`src/rtl/ratio_det_pkg.sv`:
```
// rtl/ratio_det_pkg.sv - shared types and default constants for the divider ratio detector
// Purpose: FSM state encoding and default parameter values used by the detector and its bus interface.
// Ports: none (package).
package ratio_det_pkg;

   typedef enum logic [1:0] {
      IDLE   = 2'd0,
      TRACK  = 2'd1,
      LOCKED = 2'd2
   } state_e;

   localparam int CNT_W_DEF      = 8;
   localparam int LOCK_COUNT_DEF = 4;
   localparam int TOL_DEF        = 0;
   localparam int TIMEOUT_DEF    = 200;

endpackage

```
`src/rtl/divider_ratio_detector_if.sv`:
```
// rtl/divider_ratio_detector_if.sv - signal/status bundle of the divider ratio detector
// Purpose: groups the divided input and the measurement/status outputs.
// Signals: sig_in (divided clock, async), half_period (last half-period in clk cycles),
//          period_valid (one-cycle update pulse), locked (stable measurements), lost (sticky timeout).
// Modports: master drives sig_in and observes status; slave is the detector side.
interface divider_ratio_detector_if
   import ratio_det_pkg::*;
#(
   parameter int CNT_W = CNT_W_DEF
);
   logic             sig_in;
   logic [CNT_W-1:0] half_period;
   logic             period_valid;
   logic             locked;
   logic             lost;

   modport master (output sig_in, input half_period, period_valid, locked, lost);
   modport slave  (input sig_in, output half_period, period_valid, locked, lost);
endinterface

```
`src/rtl/sync_edge_det.sv`:
```
// rtl/sync_edge_det.sv - two-flop synchronizer plus history flop, any-edge detector
// Purpose: brings an asynchronous level into the clk domain and flags both edges.
// Ports: clk, reset (async, active-high), sig_i (async level), edge_o (one-cycle edge flag).
module sync_edge_det (
   input  logic clk,
   input  logic reset,
   input  logic sig_i,
   output logic edge_o
);
   logic s1_q;
   logic s2_q;
   logic s3_q;

   always_ff @(posedge clk or posedge reset) begin
      if (reset) begin
         s1_q <= 1'b0;
         s2_q <= 1'b0;
         s3_q <= 1'b0;
      end else begin
         s1_q <= sig_i;
         s2_q <= s1_q;
         s3_q <= s2_q;
      end
   end

   // s1 may be metastable; only the settled s2/s3 pair is compared.
   assign edge_o = s2_q ^ s3_q;
endmodule

```
`src/rtl/divider_ratio_detector.sv`:
```
// rtl/divider_ratio_detector.sv - recovers the half-period of a divided clock and tracks lock/loss
// Purpose: counts clk cycles between edges of sig_in, reports each interval, declares lock after
//          LOCK_COUNT consecutive matching intervals and flags a lost signal after TIMEOUT cycles.
// Ports: clk (rising edge), reset (async, active-high), bus (slave side of divider_ratio_detector_if).
module divider_ratio_detector
   import ratio_det_pkg::*;
#(
   parameter int CNT_W      = CNT_W_DEF,
   parameter int LOCK_COUNT = LOCK_COUNT_DEF,
   parameter int TOL        = TOL_DEF,
   parameter int TIMEOUT    = TIMEOUT_DEF
) (
   input  logic                      clk,
   input  logic                      reset,
   divider_ratio_detector_if.slave   bus
);
   localparam int               MC_W      = $clog2(LOCK_COUNT + 1);
   localparam logic [MC_W-1:0]  LOCK_C    = MC_W'(LOCK_COUNT);
   localparam logic [MC_W-1:0]  ONE_C     = MC_W'(1);
   localparam logic [CNT_W-1:0] TOL_C     = CNT_W'(TOL);
   localparam logic [CNT_W-1:0] TIMEOUT_C = CNT_W'(TIMEOUT);

   logic             edge_w;
   logic [CNT_W-1:0] cnt_q, cnt_d;
   state_e           state_q;
   logic [MC_W-1:0]  match_q;
   logic [CNT_W-1:0] prev_q;
   logic [CNT_W-1:0] half_q;
   logic             pv_q;
   logic             locked_q;
   logic             lost_q;

   logic [CNT_W-1:0] diff_w;
   logic             within_tol_w;
   logic [MC_W-1:0]  match_inc_w;
   logic             timeout_w;

   sync_edge_det u_sync (
      .clk    (clk),
      .reset  (reset),
      .sig_i  (bus.sig_in),
      .edge_o (edge_w)
   );

   // Interval counter: restarts at 1 on every edge so that its value at the
   // next edge equals the number of clk cycles between the two edges.
   always_comb begin
      cnt_d = cnt_q;
      if (edge_w) begin
         cnt_d = CNT_W'(1);
      end else if (!(&cnt_q)) begin
         cnt_d = cnt_q + CNT_W'(1);
      end
   end

   always_ff @(posedge clk or posedge reset) begin
      if (reset) begin
         cnt_q <= '0;
      end else begin
         cnt_q <= cnt_d;
      end
   end

   assign diff_w       = (cnt_q >= prev_q) ? (cnt_q - prev_q) : (prev_q - cnt_q);
   assign within_tol_w = (diff_w <= TOL_C);
   // match_q == 0 only for the first measurement after entering TRACK from IDLE.
   assign match_inc_w  = ((match_q == '0) || !within_tol_w) ? ONE_C : (match_q + ONE_C);
   assign timeout_w    = (state_q != IDLE) && (cnt_q >= TIMEOUT_C);

   always_ff @(posedge clk or posedge reset) begin
      if (reset) begin
         state_q  <= IDLE;
         match_q  <= '0;
         prev_q   <= '0;
         half_q   <= '0;
         pv_q     <= 1'b0;
         locked_q <= 1'b0;
         lost_q   <= 1'b0;
      end else begin
         pv_q <= 1'b0;
         case (state_q)
            IDLE: begin
               // First edge only starts the interval; the partial one is discarded.
               if (edge_w) begin
                  state_q <= TRACK;
               end
            end
            TRACK, LOCKED: begin
               // An edge takes priority over a coincident timeout.
               if (edge_w) begin
                  half_q <= cnt_q;
                  pv_q   <= 1'b1;
                  lost_q <= 1'b0;
                  prev_q <= cnt_q;
                  if (state_q == LOCKED) begin
                     if (within_tol_w) begin
                        match_q <= LOCK_C;
                     end else begin
                        state_q  <= TRACK;
                        locked_q <= 1'b0;
                        match_q  <= ONE_C;
                     end
                  end else begin
                     match_q <= match_inc_w;
                     if (match_inc_w == LOCK_C) begin
                        state_q  <= LOCKED;
                        locked_q <= 1'b1;
                     end
                  end
               end else if (timeout_w) begin
                  state_q  <= IDLE;
                  locked_q <= 1'b0;
                  lost_q   <= 1'b1;
                  match_q  <= '0;
               end
            end
            default: begin
               state_q <= IDLE;
            end
         endcase
      end
   end

   assign bus.half_period  = half_q;
   assign bus.period_valid = pv_q;
   assign bus.locked       = locked_q;
   assign bus.lost         = lost_q;
endmodule

```
`src/flat_wrapper.sv`:
```
// flat-port wrapper written by rule: the top's interface ports become plain ports
module divider_ratio_detector_flat import ratio_det_pkg::*;
#(
   parameter int CNT_W      = CNT_W_DEF,
   parameter int LOCK_COUNT = LOCK_COUNT_DEF,
   parameter int TOL        = TOL_DEF,
   parameter int TIMEOUT    = TIMEOUT_DEF
)
  (clk, reset, bus_sig_in, bus_half_period, bus_period_valid, bus_locked, bus_lost);
  divider_ratio_detector_if #(.CNT_W(CNT_W)) bus_i ();
  input  logic clk;
  input  logic reset;
  input wire logic [$bits(bus_i.sig_in)-1:0] bus_sig_in;
  output wire logic [$bits(bus_i.half_period)-1:0] bus_half_period;
  output wire logic [$bits(bus_i.period_valid)-1:0] bus_period_valid;
  output wire logic [$bits(bus_i.locked)-1:0] bus_locked;
  output wire logic [$bits(bus_i.lost)-1:0] bus_lost;
  assign bus_i.sig_in = bus_sig_in;
  assign bus_half_period = bus_i.half_period;
  assign bus_period_valid = bus_i.period_valid;
  assign bus_locked = bus_i.locked;
  assign bus_lost = bus_i.lost;
  divider_ratio_detector #(.CNT_W(CNT_W), .LOCK_COUNT(LOCK_COUNT), .TOL(TOL), .TIMEOUT(TIMEOUT)) u_core (.clk(clk), .reset(reset), .bus(bus_i));
endmodule
```
`config.mk`:
```
export PLATFORM = sky130hd
export DESIGN_NAME = divider_ratio_detector_flat
export DESIGN_NICKNAME = d
export VERILOG_FILES = /design/src/rtl/ratio_det_pkg.sv /design/src/rtl/divider_ratio_detector_if.sv /design/src/rtl/sync_edge_det.sv /design/src/rtl/divider_ratio_detector.sv /design/src/flat_wrapper.sv
export SDC_FILE = /design/constraint.sdc
export NUM_CORES = 1
export LEC_CHECK = 0
export BUFFER_PORTS_ARGS = -buffer_cell sky130_fd_sc_hd__buf_2
export CORE_UTILIZATION = 45
export CTS_BUF_LIST = sky130_fd_sc_hd__clkbuf_4 sky130_fd_sc_hd__clkbuf_8 sky130_fd_sc_hd__clkbuf_16
export CTS_CLUSTER_DIAMETER = 80
export DETAILED_ROUTE_END_ITERATION = 8
export GPL_TIMING_DRIVEN = 0
export HOLD_SLACK_MARGIN = 0.1
export MAX_ROUTING_LAYER = met4
export SLEW_MARGIN = 20
export SYNTH_ARGS = -nofsm -noshare
export SYNTH_HDL_FRONTEND = slang
export SYNTH_SLANG_ARGS = --single-unit
```
`constraint.sdc`:
```
create_clock -name clk -period 2.7 [get_ports clk]
set_clock_uncertainty 0.1 [all_clocks]
set_input_delay 0.54 -clock clk [delete_from_list [all_inputs] [get_ports clk]]
set_output_delay 0.54 -clock clk [all_outputs]
set_load 0.05 [all_outputs]
```
* Yosys cells after proc, flatten, opt, wreduce, memory -nomap -nowiden
Index checks and enable logic that the tools add are counted.
Word-level totals: register bits after elaboration 27, latch bits 0, bits in writable memories 0, ROM bits 0, output and inout bits 11, logic and storage cells 65, memories kept 0
Cells by class: add/sub/neg operators 4, multipliers 0, div/mod/pow operators 0, $lt $le $gt $ge 3, equality and inequality tests 10, shifts and indexed selects 0, muxes and demuxes 24, bitwise logic cells 1, reductions and logical operators 13
Operators by type and width (number):
- 8-bit 2-to-1 mux | 3
- 8-bit subtractor | 2
- 3-bit 2-to-1 mux | 5
- 2-bit 2-to-1 mux | 6
- 1-bit 2-to-1 mux | 9
- 8-bit by 1-bit adder with 8-bit output (second input constant) | 1
- 8-bit >= comparator | 1
- 8-bit >= comparator (second input constant) | 1
- 8-bit by 1-bit <= comparator with 1-bit output (second input constant) | 1
- 4-bit inequality test (second input constant) | 2
- 4-bit AND reduction | 2
- 8-bit AND reduction | 1
- 3-bit inequality test (second input constant) | 2
- 2-bit by 1-bit inequality test with 1-bit output (second input constant) | 2
- 2-bit case mux with 2 select lines | 1
- 2-bit AND reduction | 2
- 2-bit nonzero test | 2
- 3-bit by 1-bit adder with 3-bit output (second input constant) | 1
- 3-bit == test (second input constant) | 1
- 3-bit logical NOT | 1
- 3-bit by 1-bit inequality test with 1-bit output (second input constant) | 1
- 2-bit by 1-bit == test with 1-bit output (second input constant) | 1
- 2-bit == test (second input constant) | 1
- 2-bit logical NOT | 1
- 5 further kinds | 5

* Longest topological paths before layout
Gate-level depths: netlist of the first run.
depth in word-level cells 11, depth in mapped cells 11, mapped depth without buffers 10

* By module
Synthesis of the first run repeated with hierarchy kept, for this count alone.
Unflattened totals: cell total of the unflattened synthesis 235, area total of the unflattened synthesis 1975.6 µm²
By module, submodules not included:
- divider_ratio_detector | instances 1, cells each 230, area an instance 1888.1 µm²
- sync_edge_det | instances 1, cells each 5, area an instance 87.6 µm²

* Worst setup path before layout of the first run
No wires, ideal clock.
path type register -> register, from reg u_core.prev_q[5], to reg u_core.state_q[0], setup time 0.125 ns, arrival time 3.016 ns, path slack -0.541 ns, stages on the path, launching flop included 12, period minus slack after synthesis 3.241 ns, cell sequence dfrtp_1 > inv_1 > ha_1 > buf_6 > a21o_1 > a211o_1 > nand3_1 > nor3b_1 > or4_4 > a21o_1 > a211oi_2 > mux2_2
Between the ends: cells in the longest elaborated chain, start to end 9, elaborated cells on any way between the ends 12, those cells by class add/sub (2); order compare (2); eq/ne (3); mux (2); reduce/logical (3)
Ends and longest elaborated chain:
- from (decl) | RTL line divider_ratio_detector.sv:27 | logic [CNT_W-1:0] prev_q;
- from (signal assigned) | RTL line divider_ratio_detector.sv:94 | prev_q <= cnt_q;
- 8-bit subtractor / 8-bit >= comparator (equally long branches) | RTL line divider_ratio_detector.sv:64 | assign diff_w = (cnt_q >= prev_q) ? (cnt_q - prev_q) : (prev_q - cnt_q);
- 8-bit 2-to-1 mux (*) | RTL line divider_ratio_detector.sv:64
- 8-bit by 1-bit <= comparator with 1-bit output (*) | RTL line divider_ratio_detector.sv:65 | assign within_tol_w = (diff_w <= TOL_C);
- 1-bit logical NOT | RTL line divider_ratio_detector.sv:67 | assign match_inc_w = ((match_q == '0) || !within_tol_w) ? ONE_C : (match_q + ONE_C);
- 1-bit logical OR | RTL line divider_ratio_detector.sv:67
- 3-bit 2-to-1 mux | RTL line divider_ratio_detector.sv:67
- 3-bit == test | RTL line divider_ratio_detector.sv:105 | if (match_inc_w == LOCK_C) begin
- 4-bit inequality test (no source line)
- 4-bit AND reduction (no source line) (*)
- to (signal assigned) | RTL line divider_ratio_detector.sv:72 | state_q <= IDLE;
- to (signal assigned) | RTL line divider_ratio_detector.sv:106 | state_q <= LOCKED;
- to (signal assigned) | RTL line divider_ratio_detector.sv:111 | state_q <= IDLE;
- to (decl) | RTL line divider_ratio_detector.sv:25 | state_e state_q;
Mark *: on every way between the ends. The rest lies on a longest branch, timed or not. A chain may end at the register's enable or synchronous reset.

* Final worst setup path of the first run
from reg u_core.prev_q[5], to reg u_core.state_q[1]
The elaborated chain is that of the path after synthesis.

==> flow_metrics.py, run 1 <==
metrics = {
    "status": {
        "status": "finished with violations",
        "failed_checks": "setup timing",
    },
    "global_routing": {
        "track_usage_pct": 22.6,
        "antenna_violations_before_repair": 0,
        "grt_max_degree": 28,
        "vias_in_the_first_global_route": 1607,
        "grt_ovf": 0,
        "grt_first_pass_wirelength_um": 7450,
    },
    "setup_path": {
        "cp_peak_stage_delay_ns": 0.56,
        "list_of_cells_traversed_by_the_critical_path": "inv_2 -> ha_4 -> buf_6 -> a21o_1 -> a211o_1 -> nand3_1 -> nor3b_1 -> or4_4 -> buf_6 -> and2_4 -> or4_4 -> o22ai_2",
        "rr_endpoint": "u_core.state_q[1]",
        "r2r_cell_count": 12,
        "worstSetupStartpointType": "register",
        "cp_data_required_time_ns": 2.81,
        "crit_type": "register to register",
        "worst_setup_path_end_kind": "register",
        "critPathMaxFanout": 6,
        "r2r_start": "u_core.prev_q[5]",
        "crit_path_top_delay_cell": "or4_4",
        "critPathArrivalTime_ns": 3.07,
        "crit_buf_inv": 3,
        "setup.reg_to_reg.worst_slack_ns": -0.26,
        "path_delay_family": "simple AND/OR/NAND/NOR gates",
    },
    "synth": {
        "post_syn_area_per_cell_um2": 8.95,
        "ys_types": 48,
        "syn_nets": 241,
        "synth_enable_flop_cells": 0,
        "ys_seq_elements": 27,
        "netlist_area_mm2": 0.00193,
        "postSynth.asyncResetShare_pct": 100,
        "yosysWarnings": 0,
        "main_synth_ff_type": "dfrtp_1",
        "post_synth_top_area_share_pct": 35.0,
        "syn_inst": 216,
        "post_synth_main_area_contributors": "dfrtp_1, ha_1, inv_1, nand2_1, nor2_1",
        "sequential_element_share_of_the_synthesized_area_pct": 35.0,
        "synth.largest_area_cell": "dfrtp_1",
    },
    "placement": {
        "globalplace.congestion": 0.864,
        "post-dp-hpwl_um": 3280,
        "count_of_input_and_output_buffers": 13,
    },
    "pwr": {
        "static-leakage-power_uw": 0.00109,
        "power_density_mw_per_mm2": 734,
        "worst_vdd_ir_mv": 0.538,
    },
    "sta": {
        "timing.slew.headroom_pct": 34.6,
        "worst_pin_slew_ns": 0.975,
        "max_clock_freq_mhz": 338,
        "finalCriticalPeriod_ns": 2.96,
        "rsz0062_at_grt": "yes",
        "slew_viol_final": 0,
        "final_setup_margin_ns": -0.259,
        "layout_worst_path_cycle_share_pct": 110,
        "setup_viol": 6,
        "hold_violations": 0,
        "fin_hold_ws_ns": 0.250,
    },
    "die": {
        "fp.dieH_um": 67.5,
        "placement_rows": 23,
        "fp.dieArea_mm2": 0.00456,
        "core_region_area_mm2": 0.00406,
        "pin_count": 14,
        "initial_utilization_pct": 47.6,
        "die_w_um": 67.5,
    },
    "final_layout": {
        "final_core_util_pct": 59.9,
        "total_of_fill_cells_in_the_finished_design": 342,
        "antenna_cells": 0,
        "area_growth_syn_to_layout_pct": 25.7,
        "final_net_count": 275,
        "post_route_cells_drive_above_1_share_pct": 32.9,
    },
    "clocking": {
        "clock_tree.htree_level_count": 1,
        "cts.hold.buffers_added": 0,
        "cts-root-buf": "clkbuf_8",
        "worstSkewPairLatency_ns": 0.28,
        "clockBufferDepth": 2,
        "cts-buffers-inserted": 3,
        "cts_sinks": 27,
        "clk_pin_slew_worst_paths_ns": 0.10,
        "clock_tree_from_tritoncts": "yes",
    },
    "drt": {
        "dr_wl_met3_um": 208,
        "detailroute.wirelength.met2_um": 2350,
        "dr.max_layer_used": "met4",
        "final_antenna_net_count": 0,
        "viasPerCell": 5.58,
        "route.final.wire_length_um": 4670,
        "final_routed_drc_violation_total": 0,
        "drtPass1Iterations": 4,
        "routed_wire_length_per_instance_um": 15.6,
        "drtIter0Drc": 100,
        "via_count": 1669,
        "wirelength_met1_um": 2100,
    },
    "run": {
        "maxCapViolations": 0,
    },
    "worst_hold_path": {
        "hold_path.class": "input port to async pin",
    },
}
-- logic make-up (layout without fill, tap and decap cells) --
group	Yosys count	count (layout)	synth area share, %
and+or+nand+nor	77	77	20.6
muxes	2	2	1.10
AOI/OAI and AO/OA	52	52	18.5
DFF	27	27	35.0
xor gates and xnor gates	9	9	4.08
adders and majority gates	22	22	14.2
buffers and inverters	27	60	6.54
-- power by group --
part | total [uW] | internal, uW | leakage [uW] | switching [uW]
Sequential | 522 | 463 | 0.000339 | 58.5
Clock | 238 | 105 | 0.0000217 | 133
Combinational | 1020 | 430 | 0.000730 | 592
Total | 1780 | 999 | 0.00109 | 784
-- flip-flops by register name (all words and copies together) (netlist names) --
name and cells:
u_core.cnt_q 8, u_core.prev_q 8, u_core.match_q 3, u_core.state_q 2
u_core.bus.locked 1, u_core.bus.lost 1, u_core.bus.period_valid 1, u_core.u_sync.s1_q 1
u_core.u_sync.s2_q 1, u_core.u_sync.s3_q 1
-- worst reg2reg max path: stages (launching register included) --
cell and delay [ns]:
dfrtp_2 0.44, inv_2 0.07, ha_4 0.19, buf_6 0.12, a21o_1 0.21, a211o_1 0.23
nand3_1 0.08, nor3b_1 0.05, or4_4 0.56, buf_6 0.14, and2_4 0.13, or4_4 0.43
o22ai_2 0.14
-- how the worst max path moves through the flow --
stage                          start                end  slack [ns]  cells past startpoint
finish              u_core.prev_q[5]  u_core.state_q[1]       -0.26                     12
global route        u_core.prev_q[4]  u_core.state_q[1]       -0.35                     12
CTS                 u_core.prev_q[4]  u_core.state_q[0]       -0.28                     11
detailed placement   u_core.cnt_q[1]  u_core.state_q[0]       -0.37                      9
global placement     u_core.cnt_q[4]  u_core.state_q[0]       -0.29                     10
floorplan           u_core.prev_q[5]  u_core.state_q[0]       -0.30                     11
-- per-stage QoR --
step                      instances  area [um^2]  setup TNS, ns  total power, uW  setup WS, ns
after floorplan                 216         1960         -0.567             1150        -0.299
after global placement          279         2090         -0.605             1310        -0.293
after detailed placement        279         2090         -0.946             1330        -0.374
after CTS                       292         2250         -0.743             1670        -0.281
after global routing            299         2430          -1.53             1920        -0.346
final                           299         2430         -0.904             1780        -0.259
-- synth_stat cells (3+ instances only) --
library cell and instances:
dfrtp_1 27, a21oi_1 10, nor3b_1 3, nand4_1 4
ha_1 22, inv_1 23, xnor2_1 6, nand3_1 8
nor2_1 19, nand2_1 22, o21ai_0 14, nand2b_1 3
a21o_1 3, a31oi_1 4, nor3_1 4, xor2_1 3
-- timing repair --
action                                  4_1_cts  5_1_grt
pin swaps                                     8       14
setup buffers                                 9        8
endpoints found under the setup margin        4        6
resized for setup                            11       24
-- layout by cell type (no fill, tap or decap), types with 3 or more instances in the layout --
cell type  count
nand2_1       20
inv_1         19
nor2_1        18
dfrtp_1       17
ha_1          15
buf_4         15
o21ai_0       13
buf_2         13
dfrtp_2       10
nand3_1        7
a21oi_1        7
ha_4           7
xnor2_1        6
clkbuf_8       4
nand4_1        4
a31oi_1        4
inv_2          3
nor3_1         3
xor2_1         3
buf_6          3
a21o_1         3
a21oi_2        3
nor3b_1        3
-- layer usage --
| layer | GRT usage (%) | vias up |
|---|---|---|
| li1 | - | 824 |
| met1 | 28.3 | 800 |
| met2 | 38.6 | 43 |
| met3 | 4.05 | 2 |
| met4 | 2.66 | 0 |
| met5 | - | - |
-- final cells by class --
type / instances / area, um^2 / area share (%)
clock buffer: 3 / 41.3 / 1.70
multi-input combinational: 162 / 1320 / 54.1
clock inverter: 1 / 7.51 / 0.309
tap: 50 / 62.6 / 2.57
sequential: 27 / 688 / 28.3
inverter: 23 / 86.3 / 3.55
timing repair buffer: 29 / 189 / 7.78
buffer: 4 / 40.0 / 1.65
No activity file was read; power rests on OpenSTA's default activity.
==> inputs of run 2 (changes only) <==
- SYNTH_HIERARCHICAL: not set -> 1
==> flow_metrics.py, run 2 <==
metrics = {
    "drt": {
        "via_count": 1675,
        "route.final.wire_length_um": 4430,
        "final_antenna_net_count": 0,
        "drtPass1Iterations": 4,
        "viasPerCell": 5.23,
        "drtIter0Drc": 102,
        "final_routed_drc_violation_total": 0,
        "routed_wire_length_per_instance_um": 13.8,
    },
    "setup_path": {
        "path_delay_family": "compound AO/OA/AOI/OAI gates",
        "r2r_start": "u_core/cnt_q[1]",
        "crit_type": "register to register",
        "worstSetupStartpointType": "register",
        "crit_buf_inv": 1,
        "beginning_of_the_critical_path": "u_core/cnt_q[1]",
        "list_of_cells_traversed_by_the_critical_path": "ha_4 -> nor2b_4 -> o211ai_2 -> a21oi_2 -> nand2b_4 -> xor2_1 -> o41a_1 -> buf_4 -> nor2_4 -> a211oi_2 -> mux2_1",
        "cp_data_required_time_ns": 2.76,
        "critPathMaxFanout": 4,
        "crit_path_top_delay_cell": "dfrtp_2",
        "critPathArrivalTime_ns": 2.90,
        "cp_peak_stage_delay_ns": 0.46,
        "worst_setup_path_end_kind": "register",
    },
    "pwr": {
        "worst_vdd_ir_mv": 0.446,
        "power_density_mw_per_mm2": 771,
        "post-layout-total-power_uw": 1890,
        "static-leakage-power_uw": 0.00112,
    },
    "synth": {
        "synth_enable_flop_cells": 0,
        "post_synth_top_area_share_pct": 34.2,
        "syn_inst": 235,
        "synth_top_family_by_area": "simple AND/OR/NAND/NOR gates",
        "postSynth.asyncResetShare_pct": 100,
        "post_syn_area_per_cell_um2": 8.41,
        "syn_nets": 260,
        "post_synth_main_area_contributors": "dfrtp_1, ha_1, inv_1, o21ai_0, nand2_1",
        "yosys.area_share.adder_pct": 13.9,
        "ys_seq_elements": 27,
        "compound_cell_area_share_of_the_yosys_netlist_pct": 18.0,
        "synth_xor_xnor_area_share_pct": 3.55,
        "netlist_area_mm2": 0.00198,
        "most_common_library_cells_after_synthesis": "dfrtp_1, inv_1, nand2_1, nor2_1, ha_1",
        "main_synth_ff_type": "dfrtp_1",
        "synth.area.mux_share_pct": 1.58,
        "sequential_element_share_of_the_synthesized_area_pct": 34.2,
        "yosysWarnings": 6,
        "synth.largest_area_cell": "dfrtp_1",
        "ys_types": 47,
        "post_synth_and_or_nand_nor_area_fraction_pct": 21.9,
        "synthMostInstantiatedCell": "dfrtp_1",
    },
    "final_layout": {
        "final_std_cells_w_o_fill": 320,
        "total_of_fill_cells_in_the_finished_design": 378,
        "layout.cells.most_common": "nor2_1",
        "final_cell_mix": "nor2_1, nand2_1, inv_1",
        "area.sequential_um2": 691,
        "final_net_count": 296,
        "multiInputGateArea_mm2": 0.00129,
        "area_growth_syn_to_layout_pct": 24.3,
        "antenna_cells": 0,
        "post_route_cells_drive_above_1_share_pct": 28.5,
    },
    "sta": {
        "max_clock_freq_mhz": 352,
        "timing.slew.headroom_pct": 37.3,
        "setup_viol": 3,
        "worst_pin_slew_ns": 0.939,
        "fin_hold_ws_ns": 0.261,
        "finalCriticalPeriod_ns": 2.84,
        "rsz0062_at_grt": "yes",
        "slew_viol_final": 0,
        "layout_worst_path_cycle_share_pct": 105,
        "final_setup_margin_ns": -0.139,
        "hold_violations": 0,
    },
    "clocking": {
        "clock_tree_from_tritoncts": "yes",
        "clk_pin_slew_worst_paths_ns": 0.09,
        "cts-root-buf": "clkbuf_8",
        "cts_sinks": 27,
        "worstSkewPairLatency_ns": 0.27,
        "cts-buffers-inserted": 3,
        "clock_tree.htree_level_count": 1,
        "clockBufferDepth": 2,
    },
    "global_routing": {
        "track_usage_pct": 21.7,
        "vias_in_the_first_global_route": 1530,
        "grt_first_pass_wirelength_um": 7220,
        "antenna_violations_before_repair": 0,
        "grt_max_degree": 25,
        "grt_ovf": 0,
    },
    "worst_hold_path": {
        "hold_path_startpoint": "u_core/u_sync/s1_q",
        "hold_path.class": "register to register",
    },
    "die": {
        "fp.dieArea_mm2": 0.00466,
        "die_w_um": 68.3,
        "fp.dieH_um": 68.3,
        "pin_count": 14,
        "placement_rows": 23,
        "core_region_area_mm2": 0.00412,
        "initial_utilization_pct": 48.0,
    },
    "run": {
        "maxCapViolations": 0,
    },
    "placement": {
        "globalplace.congestion": 0.840,
        "numPlacedInstances": 298,
        "count_of_input_and_output_buffers": 13,
        "post-dp-hpwl_um": 3200,
        "detailedPlace.worstSlack_ns": -0.294,
    },
    "status": {
        "failed_checks": "setup timing",
        "status": "finished with violations",
    },
}
==> run 2: changes by cell type in the layout (fill, tap and decap cells not counted), sizes merged, moves of 3 or more <==
cell    previous run  this run
a211oi             2         5
a21o               3         0
a31oi              4         1
buf               31        34
clkbuf             5         8
inv               22        25
nand3b             0         3
nor2              19        24
nor2b              2         5
o211ai             0         4
o21ai             14        19
o21bai             3         0
==> run 2: worst paths after layout <==
check,slack [ns],cells past startpoint,to
setup / recovery,-0.14,11,u_core/state_q[0]
hold / removal,0.26,0,u_core/u_sync/s2_q
setup reg to reg,-0.14,11,u_core/state_q[0]
hold reg to reg,0.26,0,u_core/u_sync/s2_q
max in group asynchronous,0.93,3,u_core/bus.half_period[4]
min in group asynchronous,0.57,3,u_core/u_sync/s1_q
==> run 2: logic make-up (layout without fill, tap and decap cells) <==
kind of cell	count (synthesis)	after routing
simple gates	87	87
compound gates	54	54
buf+inv	34	69
flops	27	27
fa+ha+maj	22	22
xor+xnor	8	8
mux	3	3
==> run 2: per-layer routing <==
layer  up-vias  routed length, um  global-route usage (%)
li1        880                  -                       -
met1       770               2420                    31.0
met4         0                 39                    4.69
met3         5                 82                    2.50
met5         -                  0                       -
met2        20               1890                    32.7
==> run 2: final cells by class <==
type | count | share of cell area, %
Clock inverter | 1 | 0.204
Clock buffer | 3 | 1.68
Tap cell | 50 | 2.55
Timing Repair Buffer | 32 | 8.86
Inverter | 25 | 3.82
Sequential cell | 27 | 28.1
Buffer | 8 | 2.34
Multi-Input combinational cell | 174 | 52.4
==> run 2: timing repair <==
item | in CTS | in global routing
pin swaps | 9 | 8
endpoints found under the setup margin | 2 | 3
hold buffers | 1 | 0
cloned | 0 | 0
resized for setup | 12 | 9
buffers inserted | 12 | 6
endpoints found under the hold margin | 3 | 0
==> run 2: where the power goes <==
part	internal, uW	total [uW]	switching (uW)
clock	103	228	125
combinational	500	1140	640
sequential	466	525	58.7
==> run 2: through the flow <==
| stage | utilization, % | area [um^2] | setup TNS, ns |
|---|---|---|---|
| 6_report | 59.7 | 2460 | -0.246 |
| 3_5_place_dp | 53.3 | 2190 | -0.335 |
| 4_1_cts | 57.8 | 2380 | -0.224 |
| 3_3_place_gp | 53.3 | 2190 | -0.346 |
| 5_1_grt | 59.7 | 2460 | -0.837 |
| 2_1_floorplan | - | 2060 | -0.192 |
